[config.mk]
export PLATFORM = sky130hd
export DESIGN_NAME = siso_ctrl
export DESIGN_NICKNAME = d
export VERILOG_FILES = /design/src/rtl/siso_pkg.sv /design/src/rtl/siso_shreg.sv /design/src/rtl/siso_ctrl.sv
export SDC_FILE = /design/constraint.sdc
export NUM_CORES = 1
export LEC_CHECK = 0
export BUFFER_PORTS_ARGS = -buffer_cell sky130_fd_sc_hd__buf_4
export CAP_MARGIN = 5
export CORE_AREA = 2 2 49 51
export CTS_CLUSTER_DIAMETER = 100
export DETAILED_ROUTE_END_ITERATION = 7
export DIE_AREA = 0 0 51 53
export PLACE_DENSITY = 0.8
export RECOVER_POWER = 100
export SKIP_CTS_REPAIR_TIMING = 1
export SYNTH_ARGS = -nofsm -noshare
export SYNTH_HDL_FRONTEND = slang
export SYNTH_SLANG_ARGS = --single-unit
[constraint.sdc]
create_clock -name clk -period 1.49 [get_ports clk]
set_clock_uncertainty 0.05 [all_clocks]
set_input_delay 0.0745 -clock clk [delete_from_list [all_inputs] [get_ports clk]]
set_output_delay 0.0745 -clock clk [all_outputs]
set_load 0.02 [all_outputs]
[src/rtl/siso_pkg.sv]
// Shared definitions for the serial-in/serial-out frame controller.
// Holds the default frame width and the controller state encoding.
package siso_pkg;

    localparam int unsigned SISO_DEF_WIDTH = 8;

    typedef enum logic [1:0] {
        ST_IDLE  = 2'd0,
        ST_SHIFT = 2'd1,
        ST_DONE  = 2'd2
    } siso_state_e;

endpackage

[src/rtl/siso_shreg.sv]
// Serial datapath: parallel-load shift register with selectable bit order.
// Ports:
//   clk, rst_n   - clock, async active-low reset
//   i_load       - load i_load_data / i_load_msb (priority over shift)
//   i_load_data  - parallel word
//   i_load_msb   - 1: present MSB first, 0: present LSB first
//   i_en         - advance to the next bit
//   o_bit        - bit currently presented
module siso_shreg
    import siso_pkg::*;
#(
    parameter int unsigned WIDTH = SISO_DEF_WIDTH
) (
    input  logic             clk,
    input  logic             rst_n,
    input  logic             i_load,
    input  logic [WIDTH-1:0] i_load_data,
    input  logic             i_load_msb,
    input  logic             i_en,
    output logic             o_bit
);

    logic [WIDTH-1:0] r_data;
    logic             r_msb;

    // Load has priority; shifting moves the next bit into the output position.
    always_ff @(posedge clk or negedge rst_n) begin
        if (!rst_n) begin
            r_data <= '0;
            r_msb  <= 1'b0;
        end else if (i_load) begin
            r_data <= i_load_data;
            r_msb  <= i_load_msb;
        end else if (i_en) begin
            if (r_msb) r_data <= {r_data[WIDTH-2:0], 1'b0};
            else       r_data <= {1'b0, r_data[WIDTH-1:1]};
        end
    end

    assign o_bit = r_msb ? r_data[WIDTH-1] : r_data[0];

endmodule

[src/rtl/siso_ctrl.sv]
// Frame controller: accepts a parallel word and presents it one bit per
// cycle on o, with hold (pause), abort (cancel) and a one-cycle done pulse.
// Ports:
//   clk, rst             - clock, async active-low reset
//   in_valid/in_ready    - word handshake (in_ready = IDLE & ~abort)
//   in_data, msb_first   - word and bit order, captured at acceptance
//   hold                 - pause; sampled at the edge, gates the following cycle
//   abort                - cancel frame in SHIFT, block acceptance in IDLE
//   o, o_en              - serial bit and its qualifier
//   busy, done           - frame in progress, end-of-frame pulse
module siso_ctrl
    import siso_pkg::*;
#(
    parameter int unsigned WIDTH = SISO_DEF_WIDTH,
    parameter int unsigned CNT_W = $clog2(WIDTH + 1)
) (
    input  logic             clk,
    input  logic             rst,
    input  logic             in_valid,
    output logic             in_ready,
    input  logic [WIDTH-1:0] in_data,
    input  logic             msb_first,
    input  logic             hold,
    input  logic             abort,
    output logic             o,
    output logic             o_en,
    output logic             busy,
    output logic             done
);

    localparam logic [CNT_W-1:0] LAST_BIT = CNT_W'(WIDTH - 1);

    siso_state_e      r_state, w_state_nxt;
    logic [CNT_W-1:0] r_cnt, w_cnt_nxt;
    logic             r_o_en, w_o_en_nxt;
    logic             w_accept;
    logic             w_load;
    logic [WIDTH-1:0] w_load_data;
    logic             w_load_msb;
    logic             w_shift;
    logic             w_bit;

    // Acceptance only outside reset, in IDLE, and without abort.
    assign in_ready = rst & ~abort & (r_state == ST_IDLE);
    assign w_accept = in_valid & in_ready;

    // State, bit counter and registered o_en.
    always_ff @(posedge clk or negedge rst) begin
        if (!rst) begin
            r_state <= ST_IDLE;
            r_cnt   <= '0;
            r_o_en  <= 1'b0;
        end else begin
            r_state <= w_state_nxt;
            r_cnt   <= w_cnt_nxt;
            r_o_en  <= w_o_en_nxt;
        end
    end

    // Next state. The counter only advances out of a cycle whose bit was
    // actually valid (r_o_en), so a held bit is re-presented once hold drops.
    // Leaving a frame reloads the shift register with zeros to discard the word.
    always_comb begin
        w_state_nxt = r_state;
        w_cnt_nxt   = r_cnt;
        w_o_en_nxt  = 1'b0;
        w_load      = 1'b0;
        w_load_data = '0;
        w_load_msb  = 1'b0;
        w_shift     = 1'b0;
        case (r_state)
            ST_IDLE: begin
                if (w_accept) begin
                    w_state_nxt = ST_SHIFT;
                    w_cnt_nxt   = '0;
                    w_load      = 1'b1;
                    w_load_data = in_data;
                    w_load_msb  = msb_first;
                    w_o_en_nxt  = ~hold;
                end
            end
            ST_SHIFT: begin
                if (abort) begin
                    w_state_nxt = ST_IDLE;
                    w_cnt_nxt   = '0;
                    w_load      = 1'b1;
                end else if (r_o_en) begin
                    if (r_cnt == LAST_BIT) begin
                        w_state_nxt = ST_DONE;
                        w_load      = 1'b1;
                    end else begin
                        w_cnt_nxt  = r_cnt + CNT_W'(1);
                        w_shift    = 1'b1;
                        w_o_en_nxt = ~hold;
                    end
                end else begin
                    w_o_en_nxt = ~hold;
                end
            end
            ST_DONE: begin
                w_state_nxt = ST_IDLE;
                w_cnt_nxt   = '0;
            end
            default: begin
                w_state_nxt = ST_IDLE;
                w_cnt_nxt   = '0;
            end
        endcase
    end

    siso_shreg #(
        .WIDTH (WIDTH)
    ) u_shreg (
        .clk         (clk),
        .rst_n       (rst),
        .i_load      (w_load),
        .i_load_data (w_load_data),
        .i_load_msb  (w_load_msb),
        .i_en        (w_shift),
        .o_bit       (w_bit)
    );

    assign o    = w_bit & (r_state == ST_SHIFT);
    assign o_en = r_o_en;
    assign busy = (r_state != ST_IDLE);
    assign done = (r_state == ST_DONE);

endmodule

# Yosys cells after proc, flatten, opt, wreduce, memory -nomap -nowiden
# Cells that the tools add are included.
[word_totals]
regBits = 16
in_bits = 14
output_inout_bits = 5
word_cells = 56
[op_classes]
n_addsub = 1
eq_ne = 7
muxes = 32
bitwise_logic = 6
n_reduce_logical = 5
[ops]
columns = ["cell", "n"]
rows = [
  ["$mux W8", 5],
  ["$mux W4", 4],
  ["$mux W1", 15],
  ["$ne A3 B3 Y1 const B", 3],
  ["$mux W2", 4],
  ["$pmux W4 S2", 1],
  ["$reduce_and A3 Y1", 2],
  ["$add A4 B1 Y4 const B", 1],
  ["$and A1 B1 Y1", 4],
  ["$eq A4 B3 Y1 const B", 1],
  ["$pmux W1 S2", 2],
  ["$pmux W2 S2", 1],
  ["$reduce_bool A2 Y1", 2],
  ["$eq A2 B1 Y1 const B", 1],
  ["$eq A2 B2 Y1 const B", 1],
  ["$logic_not A2 Y1", 1],
  ["$ne A2 B2 Y1 const B", 1],
  ["$not A1 Y1", 2],
]

# Depth between registers and ports, before layout
[depth]
depth_word = 7
mapped_depth = 5
ltp_nobuf = 4

# Modules after synthesis
# Synthesis repeated with hierarchy kept, for this count alone.
[hier_totals]
cells_unflattened = 102
area_unflattened_um2 = 1051.0
[by_module_without_submodules]
columns = ["module", "instances", "cells_each", "area_per_inst_um2", "seq_area_each_um2"]
rows = [
  ["siso_shreg", 1, 48, 541.8, 225.2],
  ["siso_ctrl", 1, 54, 509.2, 175.2],
]

# Worst setup path before layout
# OpenSTA, ideal clock, no wires.
[synth_timing]
path_kind = "reg2reg"
start = "register r_cnt[0]"
end = "register u_shreg.r_data[2]"
setup_time_ns = 0.126
arrival_time_ns = 1.264
required_time_ns = 1.314
setup_slack_ns = 0.049
stages_incl_launch_ff = 6
n_path_buf = 1
period_less_slack_ns = 1.441
path_cell_list = "dfrtp_1 -> ha_1 -> nand4b_1 -> clkbuf_1 -> and3_1 -> a221o_1"
[synth_between]
elab_chain_cells = 6
word_cells_on_any_way = 11
classes_between = "eq/ne: 1; mux: 9; reduce/logical: 1"
[synth_lines]
columns = ["item", "line_no", "rtl"]
rows = [
  ["start: declaration", "siso_ctrl.sv:34", "logic [CNT_W-1:0] r_cnt, w_cnt_nxt;"],
  ["start signal: assignment", "siso_ctrl.sv:55", "r_cnt <= w_cnt_nxt;"],
  ["$eq A4 B3 Y1 (*)", "siso_ctrl.sv:88", "if (r_cnt == LAST_BIT) begin"],
  ["$mux W1", "siso_ctrl.sv:88", ""],
  ["$mux W1", "siso_ctrl.sv:87", "end else if (r_o_en) begin"],
  ["$mux W1", "siso_ctrl.sv:83", "if (abort) begin"],
  ["$pmux W1 S2 or $mux W1 (tied branches)", "siso_ctrl.sv:71", "case (r_state)"],
  ["$mux W8 or $reduce_bool A2 Y1 (tied branches)", "n/a", ""],
  ["end signal: assignment", "siso_shreg.sv:32", "r_data <= i_load_data;"],
  ["end signal: assignment", "siso_shreg.sv:35", "if (r_msb) r_data <= {r_data[WIDTH-2:0], 1'b0};"],
  ["end signal: assignment", "siso_shreg.sv:36", "else r_data <= {1'b0, r_data[WIDTH-1:1]};"],
  ["end: declaration", "siso_shreg.sv:23", "logic [WIDTH-1:0] r_data;"],
]
# Every way passes the cells marked *; elsewhere a longest branch is shown, timed or not.
# A chain may end at the register's enable or synchronous reset.

# Worst setup path in the final report
[layout_timing]
start = "register r_state[1]"
end = "output in_ready"
[layout_between]
elab_chain_cells = 2
[layout_lines]
columns = ["item", "line_no", "rtl"]
rows = [
  ["start: declaration", "siso_ctrl.sv:33", "siso_state_e r_state, w_state_nxt;"],
  ["start signal: assignment", "siso_ctrl.sv:54", "r_state <= w_state_nxt;"],
  ["$logic_not A2 Y1", "siso_ctrl.sv:44", "assign in_ready = rst & ~abort & (r_state == ST_IDLE);"],
  ["$and A1 B1 Y1", "siso_ctrl.sv:44", ""],
  ["end: declaration", "siso_ctrl.sv:20", "output logic in_ready,"],
]
# No other way between the ends.

==> out/metrics.csv <==
stage,metric,value,unit
flow_run,cap_violations,0,
worst_setup_path,crit_path_max_incr_delay,0.39,ns
worst_setup_path,cp.buffers_inverters,3,
cells_and_area,drive_above_1_share,0.391,
yosys,synth_cells,91,
timing,fin_ws,-0.00594,ns
cells_and_area,area_growth,48.9,%
drt,drtIter0Drc,23,
worst_setup_path,r2r_cells,4,
place,io_buffers,18,
place,hpwl,1740,microns
hold_path,hold_class,in2reg,
clock_tree,path_clk_slew,0.09,ns
floorplanning,die_area,0.00270,sq mm
status,outcome,"complete, but fails checks",
yosys,synth_cell_type_count,35,
worst_setup_path,crit_cells,5,
worst_setup_path,cp_data_arrival_time,1.37,ns
drt,wl_per_cell,15.9,microns
timing,setup_viol,1,
timing,slew-limit-headroom,0.663,
clock_tree,cts_num_sinks,16,
drt,viasPerCell,5.66,
power_and_ir_drop,ir_worst_vdd,0.000568,V
cells_and_area,nets,154,
floorplanning,core.rowCount,17,
clock_tree,cts_tree,yes,
drt,routed_wl,2630,microns
timing,drv_slew,0,
worst_setup_path,r2r-end,r_cnt[3],
power_and_ir_drop,power,0.00117,W
timing,hold_violations,1,
clock_tree,clockRootBuffer,clkbuf_4,
floorplanning,chipWidth,51,microns
timing,hold_slack,-0.0291,ns
worst_setup_path,path_class,reg2out,
yosys,synth_seq_cells,16,
place,gp_congestion,0.832,
worst_setup_path,cp.required,1.37,ns
yosys,seq_area_frac_synth,0.427,
worst_setup_path,crit_path_top_delay_cell,dfrtp_1,
worst_setup_path,crit_top_cell,buf_6,
yosys,syn_area_per_cell,10.3,sq um
floorplanning,core_area,0.00215,sq mm
yosys,syn-num-nets,106,
power_and_ir_drop,leakagePower,0.660,nW
worst_setup_path,endpoint,in_ready,
yosys,syn_area,937,sq um
place,place_area,0.00117,sq mm
status,violations,"hold timing, setup timing",
cells_and_area,antenna_cells,0,
clock_tree,ctsHtreeMaxLevel,1,
worst_setup_path,end_kind,primary output,
drt,drt-pass1-iter-count,4,
drt,drcViolationCount,0,
power_and_ir_drop,powerDensity,839,mW/mm^2
timing,finalCritPeriodShare,1.00,
timing,layout_min_cycle_time,1.50,ns
timing,max_slew.worst_pin.slew,0.504,ns
worst_setup_path,reg2reg_from,o_en,
grt,antenna_found_initial,0,
clock_tree,clockBufferDepth,2,
grt,grt_pass1_wl,3830,microns
floorplanning,start_util,0.436,
grt,overflow,0,
drt,vias,940,
floorplanning,die_h,53,microns
worst_setup_path,cp_top_family,buffers and inverters,
grt,grt_pass1_vias,854,
drt,final_antenna_net_count,0,
worst_setup_path,crit_path_start,r_state[1],
worst_setup_path,path_cells,buf_4 > nor2_4 > buf_6 > and3_4 > buf_6,
floorplanning,io_pins,19,
yosys,yosysWarnings,0,
grt,grt_usage,0.190,
clock_tree,worstSkewPairLatency,0.29,ns
worst_setup_path,rrSetupSlack,0.05,ns
worst_setup_path,start_kind,flop,
cells_and_area,final_cell_area,0.00140,sq mm
timing,rsz0062_at_grt,yes,
clock_tree,cts_buffers,3,
timing,fmax,668,MHz
worst_setup_path,crit_fanout,8,
grt,grt_max_degree,13,
[layout make-up]
| type | count | area (sq um) |
|---|---|---|
| tap | 28 | 35.0 |
| sequential | 16 | 404 |
| multi-input combinational | 66 | 510 |
| fill | 172 | 753 |
| clock buffer | 4 | 36.3 |
| inverter | 6 | 22.5 |
| timing repair buffer | 46 | 387 |
[power breakdown]
part,leakage [nW],internal (W),switching (W)
combinational,0.430,0.000190,0.000134
sequential,0.209,0.000493,0.0000601
clock,0.0210,0.000149,0.000145
total,0.660,0.000832,0.000339
[per-layer routing]
metal	vias to the layer above	wire, microns	global-route usage
met5	-	0	0
met2	30	1400	0.331
li1	447	-	-
met3	8	134	0.0537
met4	0	51	0.0450
met1	455	1050	0.230
[state kept, by name, summed over array words and instances (netlist names)]
signal,count
u_shreg.r_data,8
r_cnt,4
r_state,2
o_en,1
u_shreg.r_msb,1
[worst min path at each step]
stage               slack, ns      start  cells past startpoint            end
floorplan               -0.27        rst                      0           o_en
global placement        -0.15        rst                      1     r_state[0]
detailed placement      -0.15        rst                      1     r_state[0]
CTS                     -0.48        rst                      1     r_state[0]
global route             0.01  msb_first                      3  u_shreg.r_msb
finish                  -0.03  msb_first                      3  u_shreg.r_msb
[synth_stat cells]
master	instances	area, sq um
nor2_4	1	11.3
or4_1	1	7.51
inv_2	1	3.75
a31oi_1	2	12.5
and3_1	7	43.8
nand3_1	4	20.0
a21oi_1	3	15.0
o21ai_0	4	20.0
buf_2	1	5.00
nor2b_1	1	6.26
nand2_1	5	18.8
o31ai_1	1	7.51
nand4b_1	1	8.76
mux2_2	6	67.6
o221ai_1	2	17.5
and3b_1	2	17.5
mux2i_1	2	20.0
nand4bb_1	1	11.3
nor2_1	2	7.51
a21o_1	1	7.51
clkbuf_1	1	3.75
ha_1	1	12.5
nor3_1	2	10.0
a22oi_1	2	15.0
dfrtp_1	16	400
buf_4	1	7.51
and4bb_1	1	12.5
nor2_2	1	6.26
a221o_1	6	60.1
nand2b_4	1	13.8
inv_1	5	18.8
o211ai_1	2	15.0
nand4_1	2	12.5
nand3b_1	1	7.51
nor3b_2	1	12.5
[cells in the final DEF (no fill, tap or decap), types with 3 or more instances in the layout]
cell	n
a21oi_1	3
a221o_1	6
and3_1	6
buf_4	29
buf_6	4
clkbuf_4	3
dfrtp_1	13
dfrtp_2	3
dlygate4sd3_1	12
inv_1	5
mux2_2	6
nand2_1	5
nand3_1	4
o21ai_0	4
[worst reg2reg max path: cells and delay by family, from the launching register on]
kind / cells / cell delay (ns)
mux: 1 / 0.14
flops: 1 / 0.42
simple gates: 2 / 0.64
buf+inv: 1 / 0.12
[kinds of logic (layout without fill, tap and decap cells)]
group / Yosys count / count (layout) / synth area share
AO/OA/AOI/OAI: 23 / 23 / 0.182
multiplexers: 8 / 8 / 0.0935
flip-flops: 16 / 16 / 0.427
AND/OR/NAND/NOR: 34 / 34 / 0.243
buffers and inverters: 9 / 56 / 0.0414
adder cells (fa/ha/maj): 1 / 1 / 0.0133
[per-stage QoR]
step	utilization	hold WS (ns)	cells	setup WS (ns)	setup TNS (ns)
4_1_cts	0.563	-0.477	149	-0.133	-0.233
3_5_place_dp	0.546	-0.152	145	-0.0198	-0.0536
3_3_place_gp	0.546	-0.154	145	0.0245	0
5_1_grt	0.649	0.0107	166	-0.0539	-0.222
6_report	0.649	-0.0291	166	-0.00594	-0.00594
2_1_floorplan	-	-0.271	91	0.0494	0
Note: power is estimated with default switching activity, not from simulation.
